`src/rtl/id_ex_stage_reg.sv`:
```
// ID/EX pipeline register with valid bit, stall/flush control, bubble counter and
// optional load-use hazard bubble insertion (enable with `define ID_EX_HAZARD_DETECT_EN).
module id_ex_stage_reg #(
  parameter int DATA_W      = 32,
  parameter int REG_W       = 5,
  parameter int WB_W        = 2,
  parameter int M_W         = 3,
  parameter int EX_W        = 4,
  parameter int MEMREAD_BIT = 1,
  parameter int CNT_W       = 16
) (
  input  logic              clk,
  input  logic              reset,
  input  logic              stall,
  input  logic              flush,
  input  logic              in_valid,
  input  logic [WB_W-1:0]   ctlwb_in,
  input  logic [M_W-1:0]    ctlm_in,
  input  logic [EX_W-1:0]   ctlex_in,
  input  logic [DATA_W-1:0] npc_in,
  input  logic [DATA_W-1:0] rdata1_in,
  input  logic [DATA_W-1:0] rdata2_in,
  input  logic [DATA_W-1:0] sext_in,
  input  logic [REG_W-1:0]  rs_in,
  input  logic [REG_W-1:0]  rt_in,
  input  logic [REG_W-1:0]  rd_in,
  output logic              out_valid,
  output logic [WB_W-1:0]   wb_ctlout,
  output logic [M_W-1:0]    m_ctlout,
  output logic [EX_W-1:0]   ex_ctlout,
  output logic [DATA_W-1:0] npcout,
  output logic [DATA_W-1:0] rdata1out,
  output logic [DATA_W-1:0] rdata2out,
  output logic [DATA_W-1:0] s_extendout,
  output logic [REG_W-1:0]  rsout,
  output logic [REG_W-1:0]  rtout,
  output logic [REG_W-1:0]  rdout,
  output logic              load_use_hazard,
  output logic [CNT_W-1:0]  bubble_cnt
);

  // Handshake: in_valid marks a real instruction offered by decode; stall=1 means
  // this stage does not accept it (contents hold); out_valid marks a real
  // instruction presented to execute. A bubble (flush or hazard) overrides stall.
  logic bubble;
  logic cnt_full;

`ifdef ID_EX_HAZARD_DETECT_EN
  always_comb begin
    load_use_hazard = out_valid && m_ctlout[MEMREAD_BIT] && (rtout != '0) &&
                      ((rtout == rs_in) || (rtout == rt_in)) && in_valid;
  end
`else
  assign load_use_hazard = 1'b0;
`endif

  assign bubble   = flush | load_use_hazard;
  assign cnt_full = &bubble_cnt;

  always_ff @(posedge clk) begin
    if (reset) begin
      out_valid   <= 1'b0;
      wb_ctlout   <= '0;
      m_ctlout    <= '0;
      ex_ctlout   <= '0;
      npcout      <= '0;
      rdata1out   <= '0;
      rdata2out   <= '0;
      s_extendout <= '0;
      rsout       <= '0;
      rtout       <= '0;
      rdout       <= '0;
      bubble_cnt  <= '0;
    end else if (bubble) begin
      out_valid   <= 1'b0;
      wb_ctlout   <= '0;
      m_ctlout    <= '0;
      ex_ctlout   <= '0;
      npcout      <= '0;
      rdata1out   <= '0;
      rdata2out   <= '0;
      s_extendout <= '0;
      rsout       <= '0;
      rtout       <= '0;
      rdout       <= '0;
      if (!cnt_full) bubble_cnt <= bubble_cnt + 1'b1;
    end else if (!stall) begin
      // An invalid slot must never write back or touch memory, so its controls load as 0.
      out_valid   <= in_valid;
      wb_ctlout   <= in_valid ? ctlwb_in : '0;
      m_ctlout    <= in_valid ? ctlm_in  : '0;
      ex_ctlout   <= in_valid ? ctlex_in : '0;
      npcout      <= npc_in;
      rdata1out   <= rdata1_in;
      rdata2out   <= rdata2_in;
      s_extendout <= sext_in;
      rsout       <= rs_in;
      rtout       <= rt_in;
      rdout       <= rd_in;
    end
  end

endmodule
```
`config.mk`:
```
export PLATFORM = sky130hd
export DESIGN_NAME = id_ex_stage_reg
export DESIGN_NICKNAME = d
export VERILOG_FILES = /design/src/rtl/id_ex_stage_reg.sv
export SDC_FILE = /design/constraint.sdc
export NUM_CORES = 1
export LEC_CHECK = 0
export BUFFER_PORTS_ARGS = -buffer_cell sky130_fd_sc_hd__buf_2
export CORE_AREA = 2 2 128 130
export CTS_CLUSTER_DIAMETER = 50
export DETAILED_ROUTE_END_ITERATION = 10
export DIE_AREA = 0 0 130 132
export PLACE_DENSITY = 0.79
export RECOVER_POWER = 50
export SETUP_SLACK_MARGIN = 0.02
export SLEW_MARGIN = 20
export SYNTH_ARGS = -nofsm -noshare
export SYNTH_HDL_FRONTEND = slang
export SYNTH_SLANG_ARGS = --single-unit
export TNS_END_PERCENT = 5
```
`constraint.sdc`:
```
create_clock -name clk -period 3.57 [get_ports clk]
set_clock_uncertainty 0.2 [all_clocks]
set_input_delay 0.714 -clock clk [delete_from_list [all_inputs] [get_ports clk]]
set_output_delay 0.714 -clock clk [all_outputs]
set_load 0.005 [all_outputs]
```
==> impl_metrics.csv <==
group,metric,value,unit
detailed_routing,wl_met2,8150,um
placed_design,dpl_cell_area,7980,um2
timing,finalHoldViolCount,0,
logic_synthesis,ys_async_sr_fraction,0,
critical_path,required,3.68,ns
placed_design,hpwl,11900,um
cells_and_area,area_growth,36.2,%
floorplan,die_h,132,um
detailed_routing,wl_met3,1600,um
global_route,grt-ovfl-total,0,
floorplan,fp.dieArea,17200,um2
critical_path,start_kind,"flip-flop",
global_route,grt_first_pass_wirelength,24900,um
cts,cts.path.max_buffers,2,
global_route,grt_pass1_vias,5237,
logic_synthesis,synth_edf_count,0,
worst_hold_path,hp-class,"reg -> reg",
cells_and_area,seqCellArea,3380,um2
critical_path,cp.arrival,2.59,ns
cells_and_area,drive_gt1_frac,0.302,
timing,slew_viol_final,0,
critical_path,cp_max_fo,8,
floorplan,start_util,0.394,
logic_synthesis,synthCells,595,
timing,rsz0062_at_grt,"no",
job,drv_cap,0,
timing,fin_hold_ws,0.289,ns
logic_synthesis,synthXorXnorAreaFrac,0.00425,
power,power_density,491,nW/um2
detailed_routing,wire_per_inst,14.4,um
detailed_routing,vias,5309,
timing,tightest_slew,1.06,ns
floorplan,die_x,130,um
outcome,outcome,"complete, no violations",
timing,period_share,0.695,
floorplan,boundaryPins,327,
logic_synthesis,yosysWarnings,0,
global_route,antenna_found_initial,1,
floorplan,core_area,15700,um2
timing,fmax,403,MHz
floorplan,rows,46,
logic_synthesis,synth_area,6190,um2
logic_synthesis,ys.flop_type,"dfxtp_1",
detailed_routing,top_layer,"met5",
detailed_routing,route.antenna.remaining_nets,0,
cts,cts_resized,0,
logic_synthesis,synth_nets,753,
detailed_routing,wl_met1,6220,um
timing,setup_viol,0,
detailed_routing,drtIter0Drc,149,
placed_design,port_buffers,325,
cts,root_buffer,"clkbuf_16",
detailed_routing,wl,16300,um
cells_and_area,fillerInstances,1467,
logic_synthesis,synth_compound_area_frac,0.0342,
power,peakVddDrop,0.000287,V
detailed_routing,first_pass_iters,4,
cts,cts_setup_buffers,0,
cts,hold_buffers,0,
logic_synthesis,synth_fa_ha_area_frac,0.00202,
critical_path,end_kind,"flip-flop",
placed_design,place_congestion,0.742,
detailed_routing,drcViolationCount,0,
cells_and_area,nets,1061,
logic_synthesis,ys_ff_latch,169,
cells_and_area,fin_area,8420,um2
cts,clk_latency,0.42,ns
logic_synthesis,yosysUniqueCellTypes,36,
cts,cts.sinks,169,
critical_path,crit_type,"reg -> reg",
global_route,grt_max_degree,71,
cts,clkTransAtPathRegs,0.07,ns
cts,cts_tree,"built",
detailed_routing,viasPerCell,4.69,
cts,cts_made_buffers,17,
logic_synthesis,synthSimpleGateAreaFrac,0.147,
power,leakage,0.00406,uW
logic_synthesis,ys_seq_area_frac,0.547,
timing,slew_headroom,0.287,
logic_synthesis,synth_top_family_by_area,"multiplexers",
cts,cts_max_level,4,
timing,fin_tns_setup,0,ns
cells_and_area,multi_input_area,2590,um2
cells_and_area,diodes,0,
global_route,grt.total_usage,0.181,
logic_synthesis,avgSynthCellArea,10.4,um2
logic_synthesis,synth_mux_area_frac,0.235,
timing,period_minus_slack,2.48,ns
[metal layers]
layer / global-route usage / vias to the layer above
met3: 0.0726 / 28
met5: 0 / -
met4: 0.0693 / 2
met1: 0.187 / 2410
li1: - / 2634
met2: 0.324 / 235
[worst paths after layout]
check	cells past startpoint	slack [ns]	from	to
max	5	1.09	bubble_cnt[0]	bubble_cnt[15]
min	2	0.29	s_extendout[18]	s_extendout[18]
max reg2reg	5	1.09	bubble_cnt[0]	bubble_cnt[15]
min reg2reg	2	0.29	s_extendout[18]	s_extendout[18]
[synth_stat cells (3+ instances only)]
library cell	n	area, um2
buf_1	3	11.3
dfxtp_1	169	3380
mux2i_1	144	1440
nand3_1	5	25.0
buf_4	3	22.5
clkbuf_1	18	67.6
o21ai_0	4	20.0
nor3_1	5	25.0
a21oi_1	12	60.1
o31ai_1	3	22.5
nor2_1	162	608
nand4_1	4	25.0
or3_1	4	25.0
xor2_1	3	26.3
a22oi_1	9	67.6
buf_2	16	80.1
and4_1	4	35.0
[sequential cells by signal, indices dropped and copies added, names as in the netlist]
register / flops
rtout: 5
rdata2out: 32
rsout: 5
rdout: 5
m_ctlout: 3
s_extendout: 32
ex_ctlout: 4
out_valid: 1
bubble_cnt: 16
npcout: 32
rdata1out: 32
wb_ctlout: 2
[layout by cell type, fill, tap and decap left out, types with 2 or more instances in the layout]
| master | instances |
|---|---|
| buf_12 | 3 |
| or3_1 | 4 |
| o21ai_0 | 4 |
| inv_1 | 2 |
| and4_1 | 4 |
| clkinv_2 | 3 |
| nor4_1 | 3 |
| a22oi_1 | 9 |
| nand3_1 | 5 |
| buf_2 | 235 |
| xor2_1 | 3 |
| clkinv_4 | 3 |
| dfxtp_1 | 169 |
| clkbuf_1 | 88 |
| nor3_1 | 5 |
| or4_1 | 2 |
| a21oi_1 | 12 |
| and2_1 | 2 |
| and3_1 | 2 |
| clkbuf_8 | 2 |
| nand2_1 | 2 |
| mux2i_1 | 144 |
| inv_6 | 4 |
| nand4_1 | 5 |
| o31ai_1 | 3 |
| clkbuf_16 | 17 |
| inv_8 | 2 |
| nor2_1 | 162 |
| nor2b_1 | 2 |
[per-stage QoR]
step	worst slack [ns]	instances	utilization	power [uW]
after floorplan	1.54	595	-	2210
after global placement	1.14	1100	0.508	2380
after detailed placement	1.10	1100	0.508	2390
after CTS	1.46	1132	0.545	4200
after global routing	0.881	1132	0.536	4300
final	1.09	1132	0.536	4130
[power breakdown]
| group | total, uW | internal [uW] | switching, uW |
|---|---|---|---|
| Combinational | 358 | 183 | 175 |
| Sequential | 1970 | 1940 | 30.8 |
| Clock | 1800 | 997 | 804 |
| Total | 4130 | 3120 | 1010 |
[cell type report]
class / count / share of cell area
sequential: 169 / 0.402
multi-input combinational: 384 / 0.308
timing repair buffer: 329 / 0.189
clock buffer: 18 / 0.0521
tap: 216 / 0.0321
clock inverter: 14 / 0.0162
inverter: 2 / 0.000891
[critical path, stage by stage (launching register included)]
cell and delay (ns):
dfxtp_1 0.40, ha_1 0.27, nand3_1 0.16, nor4_1 0.84, nor4_1 0.15, mux2_1 0.35
[logic make-up (layout without fill, tap and decap cells)]
group | count (synthesis) | count (layout)
AO/OA/AOI/OAI | 32 | 32
XOR/XNOR | 3 | 3
adder cells (fa/ha/maj) | 1 | 1
buffers and inverters | 42 | 363
flip-flops | 169 | 169
multiplexers | 145 | 145
other | 1 | 1
AND/OR/NAND/NOR | 202 | 202
(Power assumes the default switching activity.)
